## config.mk

```make
export PLATFORM = sky130hd
export DESIGN_NAME = npu_cmd_responder_flat
export DESIGN_NICKNAME = d
export VERILOG_FILES = /design/src/rtl/npu_cmd_if.sv /design/src/rtl/npu_cmd_responder.sv /design/src/flat_wrapper.sv
export SDC_FILE = /design/constraint.sdc
export NUM_CORES = 1
export LEC_CHECK = 0
export ABC_CLOCK_PERIOD_IN_PS = 11900
export CAP_MARGIN = 20
export CORE_UTILIZATION = 45
export CTS_BUF_LIST = sky130_fd_sc_hd__clkbuf_8
export DETAILED_ROUTE_END_ITERATION = 6
export GPL_TIMING_DRIVEN = 0
export MAX_ROUTING_LAYER = met4
export PLACE_DENSITY = 0.66
export SYNTH_ARGS = -nofsm -noshare
export SYNTH_HDL_FRONTEND = slang
export SYNTH_SLANG_ARGS = --single-unit
```

## constraint.sdc

```tcl
create_clock -name clk -period 11.9 [get_ports clk]
set_input_delay 2.38 -clock clk [delete_from_list [all_inputs] [get_ports clk]]
set_output_delay 2.38 -clock clk [all_outputs]
set_load 0.02 [all_outputs]
```

## src/rtl/npu_cmd_if.sv

```systemverilog
// EX-stage NPU command bundle: pipeline side drives the request, responder
// returns stall/valid/result.
interface npu_cmd_if #(
    parameter int XLEN = 32
);
    logic            en_npu;
    logic [3:0]      npu_op;
    logic [XLEN-1:0] op_a;
    logic [XLEN-1:0] op_b;
    logic            flush;
    logic            hold;
    logic            npu_stall;
    logic            npu_valid;
    logic [XLEN-1:0] npu_result;
    logic            npu_illegal;
    logic [XLEN-1:0] acc_out;

    modport master (
        output en_npu, npu_op, op_a, op_b, flush, hold,
        input  npu_stall, npu_valid, npu_result, npu_illegal, acc_out
    );

    modport slave (
        input  en_npu, npu_op, op_a, op_b, flush, hold,
        output npu_stall, npu_valid, npu_result, npu_illegal, acc_out
    );
endinterface

```

## src/rtl/npu_cmd_responder.sv

```systemverilog
// NPU responder beside the ALU: signed int8 dot-product-accumulate over
// LANES cycles, or single-cycle accumulator ops, with pipeline stall.
module npu_cmd_responder #(
    parameter int         XLEN     = 32,
    parameter int         LANES    = 4,
    parameter int         LANE_W   = 8,
    parameter logic [3:0] OP_DOT4  = 4'b1000,
    parameter logic [3:0] OP_CLR   = 4'b1001,
    parameter logic [3:0] OP_RDACC = 4'b1010,
    parameter logic [3:0] OP_RELU  = 4'b1011
) (
    input  logic      clk,
    input  logic      rst,
    npu_cmd_if.slave  cmd
);
    localparam int LCW = (LANES > 1) ? $clog2(LANES) : 1;
    localparam int PW  = 2 * LANE_W;

    typedef enum logic [1:0] {IDLE, BUSY, DONE} state_t;

    state_t          state, state_nxt;
    logic [XLEN-1:0] acc, result, a_q, b_q, psum;
    logic [LCW-1:0]  lane_cnt;
    logic            ill_q;

    logic [LANE_W-1:0] a_lane, b_lane;
    logic [PW-1:0]     a_ext, b_ext, prod;
    logic [XLEN-1:0]   prod_ext, dot_acc, relu_acc;
    logic              last_lane, accept;

    // Both factors sign-extended to the product width, so the truncated
    // product is the correct two's complement result.
    assign a_lane    = a_q[int'(lane_cnt)*LANE_W +: LANE_W];
    assign b_lane    = b_q[int'(lane_cnt)*LANE_W +: LANE_W];
    assign a_ext     = {{LANE_W{a_lane[LANE_W-1]}}, a_lane};
    assign b_ext     = {{LANE_W{b_lane[LANE_W-1]}}, b_lane};
    assign prod      = a_ext * b_ext;
    assign prod_ext  = {{(XLEN-PW){prod[PW-1]}}, prod};
    assign dot_acc   = acc + psum + prod_ext;
    assign relu_acc  = acc[XLEN-1] ? '0 : acc;
    assign last_lane = (lane_cnt == LCW'(LANES-1));
    assign accept    = cmd.en_npu && !cmd.flush;

    always_comb begin
        state_nxt       = state;
        cmd.npu_stall   = 1'b0;
        cmd.npu_valid   = 1'b0;
        cmd.npu_illegal = 1'b0;
        case (state)
            IDLE: if (accept) begin
                cmd.npu_stall = 1'b1;
                state_nxt     = (cmd.npu_op == OP_DOT4) ? BUSY : DONE;
            end
            BUSY: begin
                cmd.npu_stall = 1'b1;
                if (cmd.flush)     state_nxt = IDLE;
                else if (last_lane) state_nxt = DONE;
            end
            DONE: begin
                cmd.npu_valid   = 1'b1;
                cmd.npu_illegal = ill_q;
                // en_npu here belongs to the completing instruction; ignore it
                if (cmd.flush || !cmd.hold) state_nxt = IDLE;
            end
            default: state_nxt = IDLE;
        endcase
    end

    always_ff @(posedge clk) begin
        if (rst) begin
            state    <= IDLE;
            acc      <= '0;
            result   <= '0;
            a_q      <= '0;
            b_q      <= '0;
            psum     <= '0;
            lane_cnt <= '0;
            ill_q    <= 1'b0;
        end else begin
            state <= state_nxt;
            case (state)
                IDLE: if (accept) begin
                    a_q      <= cmd.op_a;
                    b_q      <= cmd.op_b;
                    lane_cnt <= '0;
                    psum     <= '0;
                    ill_q    <= 1'b0;
                    case (cmd.npu_op)
                        OP_DOT4:  ;
                        OP_CLR: begin
                            acc    <= '0;
                            result <= '0;
                        end
                        OP_RDACC: result <= acc;
                        OP_RELU: begin
                            acc    <= relu_acc;
                            result <= relu_acc;
                        end
                        default: begin
                            result <= '0;
                            ill_q  <= 1'b1;
                        end
                    endcase
                end
                BUSY: if (!cmd.flush) begin
                    if (last_lane) begin
                        acc    <= dot_acc;
                        result <= dot_acc;
                    end else begin
                        psum     <= psum + prod_ext;
                        lane_cnt <= lane_cnt + 1'b1;
                    end
                end
                default: ;
            endcase
        end
    end

    assign cmd.npu_result = result;
    assign cmd.acc_out    = acc;
endmodule

```

## src/flat_wrapper.sv

```systemverilog
// flat-port wrapper written by rule: the top's interface ports become plain ports
module npu_cmd_responder_flat 
#(
    parameter int         XLEN     = 32,
    parameter int         LANES    = 4,
    parameter int         LANE_W   = 8,
    parameter logic [3:0] OP_DOT4  = 4'b1000,
    parameter logic [3:0] OP_CLR   = 4'b1001,
    parameter logic [3:0] OP_RDACC = 4'b1010,
    parameter logic [3:0] OP_RELU  = 4'b1011
)
  (clk, rst, cmd_en_npu, cmd_npu_op, cmd_op_a, cmd_op_b, cmd_flush, cmd_hold, cmd_npu_stall, cmd_npu_valid, cmd_npu_result, cmd_npu_illegal, cmd_acc_out);
  npu_cmd_if #(.XLEN(XLEN)) cmd_i ();
  input  logic clk;
  input  logic rst;
  input wire logic [$bits(cmd_i.en_npu)-1:0] cmd_en_npu;
  input wire logic [$bits(cmd_i.npu_op)-1:0] cmd_npu_op;
  input wire logic [$bits(cmd_i.op_a)-1:0] cmd_op_a;
  input wire logic [$bits(cmd_i.op_b)-1:0] cmd_op_b;
  input wire logic [$bits(cmd_i.flush)-1:0] cmd_flush;
  input wire logic [$bits(cmd_i.hold)-1:0] cmd_hold;
  output wire logic [$bits(cmd_i.npu_stall)-1:0] cmd_npu_stall;
  output wire logic [$bits(cmd_i.npu_valid)-1:0] cmd_npu_valid;
  output wire logic [$bits(cmd_i.npu_result)-1:0] cmd_npu_result;
  output wire logic [$bits(cmd_i.npu_illegal)-1:0] cmd_npu_illegal;
  output wire logic [$bits(cmd_i.acc_out)-1:0] cmd_acc_out;
  assign cmd_i.en_npu = cmd_en_npu;
  assign cmd_i.npu_op = cmd_npu_op;
  assign cmd_i.op_a = cmd_op_a;
  assign cmd_i.op_b = cmd_op_b;
  assign cmd_i.flush = cmd_flush;
  assign cmd_i.hold = cmd_hold;
  assign cmd_npu_stall = cmd_i.npu_stall;
  assign cmd_npu_valid = cmd_i.npu_valid;
  assign cmd_npu_result = cmd_i.npu_result;
  assign cmd_npu_illegal = cmd_i.npu_illegal;
  assign cmd_acc_out = cmd_i.acc_out;
  npu_cmd_responder #(.XLEN(XLEN), .LANES(LANES), .LANE_W(LANE_W), .OP_DOT4(OP_DOT4), .OP_CLR(OP_CLR), .OP_RDACC(OP_RDACC), .OP_RELU(OP_RELU)) u_core (.clk(clk), .rst(rst), .cmd(cmd_i));
endmodule
```

==> results of run 1 <==
==> logic make-up after synthesis <==
group / Yosys count
XOR/XNOR: 62
AND/OR/NAND/NOR: 470
multiplexers: 21
adder cells (fa/ha/maj): 179
flip-flops: 165
AO/OA/AOI/OAI: 404
buffers and inverters: 312
==> worst max path at each step <==
| stage | endpoint | slack [ps] | depth (start not counted) |
|---|---|---|---|
| 5_1_grt | u_core.cmd.npu_result[23]$_SDFFE_PP0P_ | 1050 | 34 |
| 3_5_place_dp | u_core.cmd.npu_result[23]$_SDFFE_PP0P_ | 1790 | 34 |
| 6_report | u_core.cmd.npu_result[23]$_SDFFE_PP0P_ | 1850 | 34 |
| 4_1_cts | u_core.cmd.npu_result[23]$_SDFFE_PP0P_ | 1760 | 34 |
| 2_1_floorplan | u_core.cmd.npu_result[29]$_SDFFE_PP0P_ | 2650 | 32 |
| 3_3_place_gp | u_core.cmd.npu_result[31]$_SDFFE_PP0P_ | 490 | 32 |
==> area by class of cell <==
type,count,area [sq um],area share
Buffer,63,263,0.0170
Clock buffer,17,234,0.0151
Clock inverter,14,153,0.00987
Inverter,249,935,0.0605
Multi-Input combinational cell,1136,8680,0.562
Sequential cell,165,3300,0.214
Tap cell,384,480,0.0311
Timing Repair Buffer,141,1410,0.0911
==> cell usage after synthesis, types with 3 or more instances <==
master / count
a32oi_1: 5
a221oi_2: 3
o21ai_1: 8
a32o_1: 3
or3_1: 7
xor2_1: 23
mux4_2: 15
a211o_1: 6
and3_1: 3
nand3_1: 15
a21o_1: 23
mux2i_1: 4
a221oi_1: 7
clkbuf_1: 46
buf_1: 8
or2_2: 4
nor2_1: 130
o21ai_0: 47
and2_1: 47
nand2b_1: 8
nor2b_1: 8
fa_1: 88
o21a_1: 14
a31oi_1: 6
xnor2_1: 39
a211oi_1: 38
nor3_1: 27
nand4_1: 5
inv_1: 249
o31ai_1: 4
a22o_1: 6
nor3_2: 3
dfxtp_1: 165
a311oi_1: 4
ha_1: 91
o211a_1: 3
a21oi_1: 141
nand2_1: 197
buf_2: 5
o211ai_1: 5
o21bai_1: 11
o2111ai_1: 3
a22oi_1: 27
==> worst min-delay path, cell delays in order, from the launching register on <==
cell     delay, ps
dfxtp_1        320
nand2_1         50
a21oi_1         50
==> metrics by stage <==
stage	worst slack (ps)	cells	util	hold slack (ps)	cell area [sq um]
after detailed placement	1790	2138	0.524	446	15100
after global placement	486	2136	0.523	440	15000
after global routing	1050	2169	0.537	477	15500
after CTS	1760	2169	0.537	458	15500
after floorplan	2650	1613	-	433	13200
final	1850	2169	0.537	457	15500
==> power by group through the flow <==
| stage | Sequential (mW) | Clock [mW] | Combinational, mW |
|---|---|---|---|
| 2_1_floorplan | 0.603 | 0 | 0.163 |
| 5_1_grt | 0.585 | 0.460 | 0.303 |
| 3_3_place_gp | 0.594 | 0 | 0.268 |
| 4_1_cts | 0.582 | 0.438 | 0.275 |
| 6_report | 0.582 | 0.431 | 0.276 |
| 3_5_place_dp | 0.595 | 0 | 0.274 |
==> per-layer routing <==
metal	routed length (um)	GRT usage	up-vias
li1	-	-	5722
met1	17300	0.348	5831
met2	18200	0.425	318
met3	1660	0.0314	47
met4	809	0.0811	0
met5	0	-	-
==> sequential cells by signal (all words and copies together) (netlist names) <==
register / count
u_core.a_q: 32
u_core.b_q: 32
u_core.cmd.acc_out: 32
u_core.cmd.npu_result: 32
u_core.psum: 32
u_core.lane_cnt: 2
u_core.state: 2
u_core.ill_q: 1
==> cells in the final DEF (no fill, tap or decap), drive strengths merged, types with 6 or more instances in the layout <==
master	count
a211oi	39
o211ai	6
buf	18
a21oi	143
nor2	130
nor2b	8
nand3	16
o21ai	57
mux4	15
xnor2	39
inv	255
a221oi	10
nand2	197
clkbuf	64
and2	50
ha	91
o21a	16
dfxtp	165
or3	7
clkdlybuf4s50	139
o21bai	11
a31oi	6
xor2	23
a22oi	27
a211o	6
nor3	30
a22o	6
fa	88
a21o	25
nand2b	8
==> impl_metrics.yaml, run 1 <==
status:
  outcome: "complete, no violations"
detailed_routing:
  drtIter0Drc: 866
  vias_per_cell: 5.49
  wl_per_cell_um: 17.5
  route.detailed.drc: 0
  routed_wl_um: 38000
  drtPass1Iterations: 5
  ant_nets: 0
  vias: 11900
clock_tree:
  cts_root_buf: "clkbuf_8"
  clkTransAtPathRegs_ps: 90
  clockBufferDepth: 2
  htreeDepth: 4
  clock_sinks: 165
  cts_resized: 0
  insertion_delay_ps: 480
  tritoncts: "yes"
  holdBufCountCts: 0
  post_cts_buffers: 0
  cts_buffers: 17
critical_path:
  end_kind: "flop"
  r2r_start: "u_core.lane_cnt[0]$_SDFFE_PP0P_"
  crit_start: "u_core.lane_cnt[0]$_SDFFE_PP0P_"
  worst-r2r-setup-slack_ps: 1850
  worst_setup_path_start_kind: "flop"
  r2r_cells: 34
  path_buf_inv: 10
  r2r-end: "u_core.cmd.npu_result[23]$_SDFFE_PP0P_"
  slowest_delay_ps: 650
  slowest_stage: "inv_1"
  worst-setup-path-type: "flop to flop"
  worstPathRequired_ps: 12230
  path_delay_family: "compound AO/OA/AOI/OAI gates"
  worstPathArrival_ps: 10380
  path_max_fanout: 16
  critical_path.most_common_cell: "inv_1"
power_and_ir_drop:
  leakage_nw: 6.67
  ir_drop_mv: 0.0631
  switchingPower_uw: 419
  powerDensity_nw_per_um2: 83.4
  finalPower_mw: 1.29
  p_seq_frac: 0.452
  comb_power_share: 0.214
  p_int_uw: 870
  p_sw_frac: 0.325
  power_frac_clock: 0.335
synthesis:
  ys_warn_count: 0
  synth-simple-area-share: 0.160
  synth-compound-area-share: 0.206
  synth_area_leaders: "dfxtp_1 25%, fa_1 13%, ha_1 8.6%, inv_1 7.1%, nand2_1 5.6%"
  syn_area_sq_um: 13200
  synthMuxAreaShare: 0.0304
  ys_seq_area_frac: 0.251
  synthCells: 1613
  synth_edf_count: 0
  synth_flop_cell: "dfxtp_1"
  synth_top_family_by_area: "adder cells"
  synth.top_cell.area_share: 0.251
  yosysUniqueCellTypes: 88
  ys_ff_latch: 165
  synthAdderAreaFrac: 0.220
  avgSynthCellArea_sq_um: 8.17
  ys_async_sr_fraction: 0
  yosys.area_share.xor_xnor: 0.0412
  synth_top_area_cell: "dfxtp_1"
  synth_fp_nets: 1865
die:
  initial_core_util: 0.458
  die_h_um: 173
  rows: 62
  core_area_sq_um: 28800
  die-area_sq_um: 30000
  die_w_um: 173
  io_pins: 140
final_layout:
  antennaDiodeCount: 0
  n_fill_cell: 2743
  area_growth_pct: 17.3
  drive_above_1_share: 0.0515
  nets: 2025
sta:
  report.final.slew_viol_count: 0
  finalHoldViolations: 0
  setup_tns_ps: 0
  slew_headroom: 0.388
  worst_pin_slew_ps: 919
  finClkSkew_ps: 22.9
  grt_setup_unrepaired: "false"
  fmax_mhz: 99.5
  period_share: 0.844
  setup_violations: 0
  min_period_ps: 10050
global_routing:
  grt.total_usage: 0.264
  grt_overflow_total: 0
  grt_max_degree: 17
  grt_pass1_wl_um: 60600
  antenna_found_initial: 0
  grt_pass1_vias: 11500
place:
  io_buffers: 139
  hpwl_um: 30200
  gp_congestion: 0.903
job:
  cap_violations: 0
hold_path:
  hold_path_class: "flop to flop"
  hold_end: "u_core.b_q[26]$_SDFFE_PP0P_"
  min_delay_path_depth: 2
  min_from: "u_core.b_q[26]$_SDFFE_PP0P_"
Power figures use the tool's default switching activity.
==> run 2: changes to the inputs <==
--- a/config.mk
+++ b/config.mk
@@ -5,14 +5,14 @@
 export SDC_FILE = /design/constraint.sdc
 export NUM_CORES = 1
 export LEC_CHECK = 0
-export ABC_CLOCK_PERIOD_IN_PS = 11900
+export ABC_CLOCK_PERIOD_IN_PS = 8570
 export CAP_MARGIN = 20
 export CORE_UTILIZATION = 45
 export CTS_BUF_LIST = sky130_fd_sc_hd__clkbuf_8
 export DETAILED_ROUTE_END_ITERATION = 6
 export GPL_TIMING_DRIVEN = 0
 export MAX_ROUTING_LAYER = met4
-export PLACE_DENSITY = 0.66
+export PLACE_DENSITY = 0.68
 export SYNTH_ARGS = -nofsm -noshare
 export SYNTH_HDL_FRONTEND = slang
 export SYNTH_SLANG_ARGS = --single-unit
==> constraint.sdc (replaced) <==
create_clock -name clk -period 8.57 [get_ports clk]
set_input_delay 1.714 -clock clk [delete_from_list [all_inputs] [get_ports clk]]
set_output_delay 1.714 -clock clk [all_outputs]
set_load 0.02 [all_outputs]
==> run 2 against run 1 <==
  * Critical path depth shrank 1
  * Total power grew 39%
  * Clock skew up 1.8 ps
  * Non-clock buffer count up 20
  * Sequential power increased by 39%
  * Via count fell by 0.42%
  * Maximum frequency is 23% higher
  * Core utilization is 1.2 points higher
  * Critical endpoint is now u_core.cmd.npu_result[29]$_SDFFE_PP0P_
  * Largest cell class unchanged
  * Largest power group unchanged
==> impl_metrics.yaml, run 2 (synthesized netlist as in run 1, its figures left out) <==
critical_path:
  end_kind: "flop"
  slowest_stage: "mux4_2"
  crit_start: "u_core.lane_cnt[0]$_SDFFE_PP0P_"
  path_delay_family: "adder cells"
  r2r_cells: 33
  slowest_delay_ps: 580
  path_buf_inv: 9
  worst_setup_path_start_kind: "flop"
  r2r_start: "u_core.lane_cnt[0]$_SDFFE_PP0P_"
  path_depth: 33
  worstPathRequired_ps: 8950
  worst-r2r-setup-slack_ps: 390
  worst-setup-path-type: "flop to flop"
  r2r-end: "u_core.cmd.npu_result[29]$_SDFFE_PP0P_"
  worstPathArrival_ps: 8560
  endpoint: "u_core.cmd.npu_result[29]$_SDFFE_PP0P_"
  path_max_fanout: 10
global_routing:
  grt_overflow_total: 0
  grt_pass1_vias: 11700
  grt_pass1_wl_um: 60500
  antenna_found_initial: 0
  grt_max_degree: 19
  grt.total_usage: 0.264
sta:
  setup_tns_ps: 0
  grt_setup_unrepaired: "true"
  slew_headroom: 0.388
  min_period_ps: 8180
  fmax_mhz: 122
  worst_pin_slew_ps: 918
  setup_slack_ps: 392
  finClkSkew_ps: 24.7
  report.final.slew_viol_count: 0
  setup_violations: 0
  fin_hold_ws_ps: 455
  finalHoldViolations: 0
  period_share: 0.954
detailed_routing:
  vias: 11900
  routed_wl_um: 37800
  drtPass1Iterations: 5
  route.detailed.drc: 0
  drtIter0Drc: 832
  wl_per_cell_um: 17.3
  ant_nets: 0
  vias_per_cell: 5.42
die:
  die_w_um: 173
  rows: 62
  io_pins: 140
  initial_core_util: 0.458
  die_h_um: 173
  core_area_sq_um: 28800
  die-area_sq_um: 30000
place:
  place_inst: 2137
  io_buffers: 139
  pre_cts_slack_ps: -1520
  hpwl_um: 29900
  place_area_sq_um: 15100
  gp_congestion: 0.913
clock_tree:
  htreeDepth: 4
  clockBufferDepth: 2
  clkTransAtPathRegs_ps: 100
  cts_buffers: 17
  insertion_delay_ps: 480
  holdBufCountCts: 0
  cts_root_buf: "clkbuf_8"
  tritoncts: "yes"
  clock_sinks: 165
final_layout:
  seq_area_sq_um: 3300
  final_area_sq_um: 15800
  n_fill_cell: 2716
  drive_above_1_share: 0.0748
  final_common_cell: "inv_1"
  multi_input_area_sq_um: 8820
  finalNonFillerCells: 2190
  utilization: 0.549
  nets: 2045
  area_growth_pct: 19.9
  mostFrequentLayoutCells: "250 x inv_1, 196 x nand2_1, 164 x dfxtp_1"
status:
  outcome: "complete, no violations"
power_and_ir_drop:
  powerDensity_nw_per_um2: 114
  finalPower_mw: 1.79
  leakage_nw: 6.79
  ir_drop_mv: 0.0758
hold_path:
  hold_path_class: "flop to flop"
job:
  cap_violations: 0
-- run 2: cell count changes in the layout (fill, tap and decap cells not counted), moves of 3 or more --
cell     delta
a21oi_1     -3
a21oi_2     +3
buf_4      +20
ha_1        -6
ha_2        +3
ha_4        +3
-- run 2: how the worst min path moves through the flow --
stage	slack, ps	endpoint	cells after the start	start
finish	450	u_core.b_q[16]$_SDFFE_PP0P_	2	u_core.b_q[16]$_SDFFE_PP0P_
global route	480	u_core.b_q[23]$_SDFFE_PP0P_	2	u_core.b_q[23]$_SDFFE_PP0P_
CTS	460	u_core.b_q[19]$_SDFFE_PP0P_	2	u_core.b_q[19]$_SDFFE_PP0P_
detailed placement	440	u_core.b_q[19]$_SDFFE_PP0P_	2	u_core.b_q[19]$_SDFFE_PP0P_
global placement	440	u_core.b_q[9]$_SDFFE_PP0P_	2	u_core.b_q[9]$_SDFFE_PP0P_
floorplan	430	u_core.b_q[15]$_SDFFE_PP0P_	2	u_core.b_q[15]$_SDFFE_PP0P_
-- run 2: worst reg2reg max path, delay by kind of cell (launching register included) --
| family | cells | cell delay [ps] |
|---|---|---|
| xor+xnor | 2 | 450 |
| buf+inv | 9 | 880 |
| compound gates | 9 | 1860 |
| fa+ha+maj | 7 | 3040 |
| simple gates | 5 | 900 |
| mux | 1 | 590 |
| flops | 1 | 360 |
-- run 2: cell type report --
| type | count | area share |
|---|---|---|
| multi-input cells | 1136 | 0.558 |
| repair buffers | 161 | 0.0986 |
| clock inverters | 14 | 0.00982 |
| flip-flops and latches | 165 | 0.209 |
| well taps | 384 | 0.0304 |
| plain buffers | 63 | 0.0192 |
| inverters | 249 | 0.0594 |
| diodes | 1 | 0.000158 |
| clock buffers | 17 | 0.0148 |
-- run 2: report_power, final --
part	switching, mW	internal (mW)
combinational	0.232	0.163
sequential	0.0148	0.793
clock	0.331	0.261
total	0.577	1.22
-- run 2: metal layers --
metal / vias up / global-route usage / part of all wire
met5: - / - / 0
li1: 5767 / - / -
met2: 291 / 0.434 / 0.49
met1: 5756 / 0.333 / 0.44
met3: 54 / 0.0407 / 0.050
met4: 0 / 0.0796 / 0.022
-- run 2: repair_timing --
action                                  CTS  global route
pin swaps                                 3            13
gates resized for setup                  14            27
buffers inserted                         11            10
gates cloned                              0             0
endpoints found under the setup margin   36            22
==> RTL change, RTL diff (settings of run 2) <==
`LANES` is set to 4 in 2 places; all go to 8.
--- a/src/rtl/npu_cmd_responder.sv
+++ b/src/rtl/npu_cmd_responder.sv
@@ -2,7 +2,7 @@
 // LANES cycles, or single-cycle accumulator ops, with pipeline stall.
 module npu_cmd_responder #(
     parameter int         XLEN     = 32,
-    parameter int         LANES    = 4,
+    parameter int         LANES    = 8,
     parameter int         LANE_W   = 8,
     parameter logic [3:0] OP_DOT4  = 4'b1000,
     parameter logic [3:0] OP_CLR   = 4'b1001,
--- a/src/flat_wrapper.sv
+++ b/src/flat_wrapper.sv
@@ -2,7 +2,7 @@
 module npu_cmd_responder_flat 
 #(
     parameter int         XLEN     = 32,
-    parameter int         LANES    = 4,
+    parameter int         LANES    = 8,
     parameter int         LANE_W   = 8,
     parameter logic [3:0] OP_DOT4  = 4'b1000,
     parameter logic [3:0] OP_CLR   = 4'b1001,
Formal check against the unedited RTL: not equivalent (Yosys sat finds a counterexample within 10 cycles, from zero or initial values and one cycle with rst high).
==> RTL change against run 2 <==
  * Sequential cell count increased by 1
  * Count of clock-buffer cells in the layout rose by 1
  * Area after synthesis barely moved
  * Power hardly changed
  * Setup slack got worse by 96 ps
  * Hold slack better by 5.0 ps
  * Clock skew rose by 2.1 ps
  * Design area is 1.3% higher
  * Wire length up 4.7%
  * Non-clock buffer count rose by 1
  * Critical path type unchanged
  * Largest cell class unchanged
  * Largest power group unchanged
==> RTL change: results (changes against run 2) <==
seq_area_um2: 3328  # +0.72%
status: "finished, final reports clean"
vdd_drop_max_uv: 114.0  # +50%
tightest_slew_ps: 929.8  # +11.79 ps
drt_iter0_drc: 1170  # +41%
place_area_um2: 15070  # about the same
multiInputGateArea_um2: 8992  # +1.9%
grtUsageTotal: 0.2711  # +0.007386
slowest_delay_ps: 600  # +20 ps
skew_ps: 26.79  # +2.088 ps
critPathMaxFanout: 6  # -4
wl_met2_um: 18390  # -0.15%
whs_endpoint: "u_core.b_q[21]$_SDFFE_PP0P_"
post_cts_resized: 27  # +13
place_inst: 2184  # +2.2%
stdcell_area_um2: 16010  # +1.3%
n_antenna_cell: 0  # -1
hpwl_um: 31000  # +3.8%
gp_congestion: 0.9608  # +5.2%
min_from: "u_core.b_q[21]$_SDFFE_PP0P_"
multi_input_gates: 1178  # +3.7%
wl_met1_um: 17600  # +5.9%
ys_seq_area_frac: 0.2522  # +0.001543
vias: 12495  # +5.3%
synth_seq_cells: 166  # +0.61%
RTL change: changes by cell type in the layout (fill, tap and decap cells not counted), moves of 9 or more:
cell,before,now
a21oi_1,138,156
and2_1,46,14
clkbuf_1,45,60
nand2b_1,8,19
nand3_1,15,36
nor2_1,130,155
nor3_1,27,36
o21ai_0,46,24
RTL change: kinds of logic (layout without fill, tap and decap cells):
kind of cell    after synthesis  after routing  share of synthesized area
compound gates              376            376                     0.1826
xor+xnor                     62             63                    0.04122
fa+ha+maj                   180            180                     0.2211
buf+inv                     318            504                    0.09088
flops                       166            166                     0.2522
mux                          22             22                    0.02934
simple gates                537            537                     0.1826
RTL change: critical path, delay by kind of cell (launching register included):
kind | cells | cell delay, ps
AO/OA/AOI/OAI | 13 | 2210
XOR/XNOR | 1 | 150
adder cells (fa/ha/maj) | 8 | 3060
buffers and inverters | 9 | 710
flip-flops | 1 | 420
multiplexers | 2 | 860
AND/OR/NAND/NOR | 6 | 730
